**src/rtl/onchip_memory_arbiter.sv**
```systemverilog
// Two-port arbiter in front of a single-ported on-chip memory with bounded hold per owner.
// Define ONCHIP_ARB_ROUND_ROBIN_EN to break idle ties away from the last owner instead of toward s0.
module onchip_memory_arbiter #(
  parameter int HOLD_MAX = 4
) (
  input  logic        clk,
  input  logic        reset_n,

  input  logic [10:0] s0_address,
  input  logic [3:0]  s0_byteenable,
  input  logic        s0_read,
  input  logic        s0_write,
  input  logic [31:0] s0_writedata,
  output logic        s0_waitrequest,
  output logic [31:0] s0_readdata,
  output logic        s0_readdatavalid,

  input  logic [10:0] s1_address,
  input  logic [3:0]  s1_byteenable,
  input  logic        s1_read,
  input  logic        s1_write,
  input  logic [31:0] s1_writedata,
  output logic        s1_waitrequest,
  output logic [31:0] s1_readdata,
  output logic        s1_readdatavalid,

  output logic [10:0] mem_address,
  output logic [3:0]  mem_byteenable,
  output logic [31:0] mem_writedata,
  output logic        mem_chipselect,
  output logic        mem_write,
  output logic        mem_clken,
  input  logic [31:0] mem_readdata
);

  typedef enum logic [1:0] {
    IDLE = 2'd0,
    OWN0 = 2'd1,
    OWN1 = 2'd2
  } state_e;

  localparam logic [7:0] HOLD_LAST = 8'(HOLD_MAX - 1);

  state_e     state_q, state_d;
  logic [7:0] hold_cnt_q, hold_cnt_d;
  logic       last_owner_q, last_owner_d;
  logic       rdv0_q, rdv0_d;
  logic       rdv1_q, rdv1_d;

  logic req0, req1;
  logic rd0, rd1;
  logic gnt0_raw, gnt1_raw;
  logic gnt0, gnt1;
  logic tie_pick1;

  // Read+write together is a write, so it never produces a read return.
  assign req0 = s0_read | s0_write;
  assign req1 = s1_read | s1_write;
  assign rd0  = s0_read & ~s0_write;
  assign rd1  = s1_read & ~s1_write;

`ifdef ONCHIP_ARB_ROUND_ROBIN_EN
  assign tie_pick1 = ~last_owner_q;
`else
  assign tie_pick1 = 1'b0;
`endif

  always_comb begin
    gnt0_raw = 1'b0;
    gnt1_raw = 1'b0;
    case (state_q)
      OWN0: begin
        if (req0 && ((hold_cnt_q < HOLD_LAST) || !req1)) begin
          gnt0_raw = 1'b1;
        end else if (req1) begin
          gnt1_raw = 1'b1;
        end
      end
      OWN1: begin
        if (req1 && ((hold_cnt_q < HOLD_LAST) || !req0)) begin
          gnt1_raw = 1'b1;
        end else if (req0) begin
          gnt0_raw = 1'b1;
        end
      end
      default: begin
        if (req0 && req1) begin
          gnt1_raw = tie_pick1;
          gnt0_raw = ~tie_pick1;
        end else begin
          gnt0_raw = req0;
          gnt1_raw = req1;
        end
      end
    endcase
  end

  // Reset only masks what the outside sees; the flops are held by their async reset anyway.
  assign gnt0 = gnt0_raw & reset_n;
  assign gnt1 = gnt1_raw & reset_n;

  always_comb begin
    state_d      = IDLE;
    hold_cnt_d   = 8'd0;
    last_owner_d = last_owner_q;
    if (gnt0_raw) begin
      state_d      = OWN0;
      last_owner_d = 1'b0;
      if (state_q == OWN0) begin
        hold_cnt_d = (hold_cnt_q == 8'hFF) ? hold_cnt_q : hold_cnt_q + 8'd1;
      end
    end else if (gnt1_raw) begin
      state_d      = OWN1;
      last_owner_d = 1'b1;
      if (state_q == OWN1) begin
        hold_cnt_d = (hold_cnt_q == 8'hFF) ? hold_cnt_q : hold_cnt_q + 8'd1;
      end
    end
    rdv0_d = gnt0_raw & rd0;
    rdv1_d = gnt1_raw & rd1;
  end

  always_ff @(posedge clk or negedge reset_n) begin
    if (!reset_n) begin
      state_q      <= IDLE;
      hold_cnt_q   <= 8'd0;
      last_owner_q <= 1'b1;
      rdv0_q       <= 1'b0;
      rdv1_q       <= 1'b0;
    end else begin
      state_q      <= state_d;
      hold_cnt_q   <= hold_cnt_d;
      last_owner_q <= last_owner_d;
      rdv0_q       <= rdv0_d;
      rdv1_q       <= rdv1_d;
    end
  end

  always_comb begin
    mem_address    = 11'd0;
    mem_byteenable = 4'd0;
    mem_writedata  = 32'd0;
    mem_write      = 1'b0;
    if (gnt0) begin
      mem_address    = s0_address;
      mem_byteenable = s0_byteenable;
      mem_writedata  = s0_writedata;
      mem_write      = s0_write;
    end else if (gnt1) begin
      mem_address    = s1_address;
      mem_byteenable = s1_byteenable;
      mem_writedata  = s1_writedata;
      mem_write      = s1_write;
    end
  end

  assign mem_chipselect   = gnt0 | gnt1;
  assign mem_clken        = 1'b1;

  assign s0_waitrequest   = req0 & ~gnt0;
  assign s1_waitrequest   = req1 & ~gnt1;
  assign s0_readdata      = mem_readdata;
  assign s1_readdata      = mem_readdata;
  assign s0_readdatavalid = rdv0_q;
  assign s1_readdatavalid = rdv1_q;

endmodule
```
**config.mk**
```make
export PLATFORM = sky130hd
export DESIGN_NAME = onchip_memory_arbiter
export DESIGN_NICKNAME = d
export VERILOG_FILES = /design/src/rtl/onchip_memory_arbiter.sv
export SDC_FILE = /design/constraint.sdc
export NUM_CORES = 1
export LEC_CHECK = 0
export BUFFER_PORTS_ARGS = -buffer_cell sky130_fd_sc_hd__buf_2
export CELL_PAD_IN_SITES_DETAIL_PLACEMENT = 1
export CELL_PAD_IN_SITES_GLOBAL_PLACEMENT = 1
export CORE_ASPECT_RATIO = 1.1
export CORE_MARGIN = 1
export CORE_UTILIZATION = 21
export CTS_CLUSTER_DIAMETER = 30
export CTS_CLUSTER_SIZE = 14
export DETAILED_ROUTE_END_ITERATION = 7
export GPL_TIMING_DRIVEN = 0
export PLACE_DENSITY = 0.84
export SLEW_MARGIN = 20
export SYNTH_ARGS = -nofsm -noshare
export SYNTH_HDL_FRONTEND = slang
export SYNTH_SLANG_ARGS = --single-unit
```
**constraint.sdc**
```tcl
create_clock -name clk -period 2.2 [get_ports clk]
set_clock_uncertainty 0.1 [all_clocks]
set_input_delay 0.22 -clock clk [delete_from_list [all_inputs] [get_ports clk]]
set_output_delay 0.22 -clock clk [all_outputs]
set_load 0.005 [all_outputs]
```
==> impl_metrics.csv <==
group,metric,value,unit
run_status,outcome,"finished with violations",
run_status,violations,"setup timing",
sta,finalSetupViolations,51,
sta,timing_worst_slew_pin_value,0.599,ns
logic_synthesis,yosysSeqAreaShare,0.138,
final_layout,drive_gt1_frac,0.651,
clocking,cts-htree-levels,1,
global_routing,grt_pass1_wl,16.2,mm
clocking,clk_latency,0.24,ns
drt,num_vias,3089,
global_routing,grt_overflow,0,
global_routing,grt_use_met2,0.354,
clocking,clock_tree.root_cell,"clkbuf_8",
global_routing,met3_usage,0.0359,
die,die_x,98.9,µm
global_routing,use_met1,0.238,
logic_synthesis,synth_top_area_share,0.235,
final_layout,antenna_cells,0,
hold_path,min_path_type,"input pin to register",
die,num_io_pins,250,
logic_synthesis,synth_area_leaders,"buf_4 (24%), nand2_1 (17%), dfrtp_1 (14%), o22ai_2 (12%), o22ai_1 (8.1%)",
sta,fmax,0.402,GHz
hold_path,holdCritStartpoint,"s0_write",
drt,wl_per_cell,16.9,µm
drt,drt.antenna.violating_nets,0,
sta,fin_worst_hold_slack,0.198,ns
pwr,ir_drop,0.408,mV
logic_synthesis,syn_inst,315,
sta,period_needed,2.49,ns
final_layout,layout.nets,684,
logic_synthesis,yosysWarnings,0,
worst_setup_path,start_kind,"register",
place,place_ws,-0.305,ns
drt,first_pass_iters,4,
die,dieArea,0.0107,mm²
global_routing,grt_use_total,0.193,
logic_synthesis,synth-edff-count,0,
worst_setup_path,crit_family,"compound AO/OA/AOI/OAI gates",
logic_synthesis,synth_nets,450,
logic_synthesis,synth_area,0.00217,mm²
logic_synthesis,yosysTopAreaCell,"buf_4",
worst_setup_path,critPathArrivalTime,2.17,ns
worst_setup_path,crit_type,"register to primary output",
global_routing,grt_pass1_vias,3148,
logic_synthesis,synth_cell_types,41,
logic_synthesis,ys_seq_elements,12,
worst_setup_path,r2r_start,"hold_cnt_q[0]",
logic_synthesis,synth_async_sr_flop_share,1.00,
clocking,cts_tree,"done",
die,fp.dieH,109,µm
clocking,cts_buffers,3,
final_layout,nFillCells,1296,
sta,fin_ws,-0.290,ns
flow_run,drv_cap,0,
final_layout,multiInputGateArea,0.00140,mm²
clocking,clkSinkCount,12,
worst_setup_path,crit_fanout,6,
logic_synthesis,synth.avg_cell_area,6.89,µm²
clocking,clockBufferDepth,2,
place,io_buffers,216,
drt,vias_per_cell,4.63,
place,gp_congestion,0.814,
clocking,clk_pin_slew,0.05,ns
global_routing,top_usage_layer,"met2",
logic_synthesis,ys.flop_type,"dfrtp_1",
drt,drc,0,
worst_setup_path,worstSetupStartpoint,"hold_cnt_q[0]",
die,core_area,0.00994,mm²
sta,hold_violations,0,
global_routing,grt_max_degree,13,
worst_setup_path,max_stage_delay,0.41,ns
drt,drtIter0Drc,72,
die,initial_core_util,0.218,
worst_setup_path,critPathBufInv,2,
sta,report.final.slew_viol_count,0,
logic_synthesis,yosysMostFrequentCell,"nand2_1",
place,hpwlAfterDp,9.28,mm
pwr,power_density,923,mW/mm²
worst_setup_path,crit_chain,"ha_4 > nor4_4 > nand3_1 > a311o_1 > buf_6 > o22ai_1 > buf_2",
worst_setup_path,crit_slowest_cell,"dfrtp_1",
worst_setup_path,crit_path_end_kind,"primary output",
sta,maxSlewHeadroom,0.598,
logic_synthesis,synth_common_cells,"nand2_1 (101), buf_4 (68), o22ai_1 (28)",
sta,fin_crit_sh,1.13,
final_layout,ff_latch_area,303,µm²
drt,drt_wl_total,11.2,mm
sta,rsz0062_at_grt,"true",
worst_setup_path,cp_data_required_time,1.88,ns
pwr,leakagePower,2.07,nW
die,rows,38,
global_routing,antenna_found_initial,2,
final_layout,syn2layout_area_growth,73.9,%
path summary, 6_finish.rpt:
check | cells after the start | endpoint | slack (ns)
worst max-delay path | 7 | mem_byteenable[3] | -0.29
worst min-delay path | 2 | s0_readdatavalid | 0.20
worst max register to register | 7 | hold_cnt_q[6] | 0.09
worst min register to register | 2 | hold_cnt_q[5] | 0.55
max in group asynchronous | 2 | hold_cnt_q[6] | 1.15
min in group asynchronous | 2 | hold_cnt_q[5] | 0.44
kinds of logic (layout without fill, tap and decap cells):
kind of cell	Yosys count	after routing	synth area share
compound gates	73	73	0.289
xor+xnor	3	3	0.0121
fa+ha+maj	3	3	0.0173
buf+inv	93	325	0.288
flops	12	12	0.138
mux	2	2	0.00922
other cells	1	1	0.00173
simple gates	128	128	0.244
registers in the layout (all words and copies together), names as in the netlist:
| register | flops |
|---|---|
| hold_cnt_q | 8 |
| s0_readdatavalid | 1 |
| s1_readdatavalid | 1 |
| state_q | 2 |
timing repair:
action,CTS,global route
setup endpoints to repair,51,51
cloned,1,1
gates resized for setup,37,11
buffers inserted,7,4
hold buffers,1,0
pin swaps,5,5
hold endpoints to repair,12,0
cell usage in the layout, fill, tap and decap left out, drive strengths merged, types with 3 or more instances in the layout:
cell	count
dfrtp	12
nor2	9
nand2	101
inv	7
buf	302
ha	3
nand3	4
o21ai	6
nor3	5
o22ai	48
xor2	3
clkbuf	15
stage by stage:
step / total power, W / utilization / instance area, µm² / setup TNS, ns / cells
after floorplan: 0.00177 / - / 2170 / 0 / 315
after global placement: 0.00262 / 0.342 / 3400 / -5.05 / 651
after detailed placement: 0.00269 / 0.342 / 3400 / -7.40 / 651
after CTS: 0.00330 / 0.369 / 3670 / -10.63 / 663
after global routing: 0.00377 / 0.380 / 3770 / -17.25 / 667
final: 0.00348 / 0.380 / 3770 / -11.61 / 667
metal layers:
metal	wire [µm]	vias to the layer above
met5	27	-
met4	121	4
met3	805	16
met2	5840	142
met1	4450	1447
li1	-	1480
area by class of cell:
class | count | area share
buffer | 86 | 0.168
clock buffer | 3 | 0.0109
inverter | 7 | 0.00696
multi-input combinational | 210 | 0.371
sequential | 12 | 0.0802
tap | 120 | 0.0398
timing repair buffer | 229 | 0.323
power breakdown:
part	internal, W	switching, W	total (W)
sequential	0.000262	0.0000315	0.000293
clock	0.000120	0.0000774	0.000198
combinational	0.00146	0.00153	0.00299
total	0.00184	0.00164	0.00348
(Power assumes the default switching activity.)
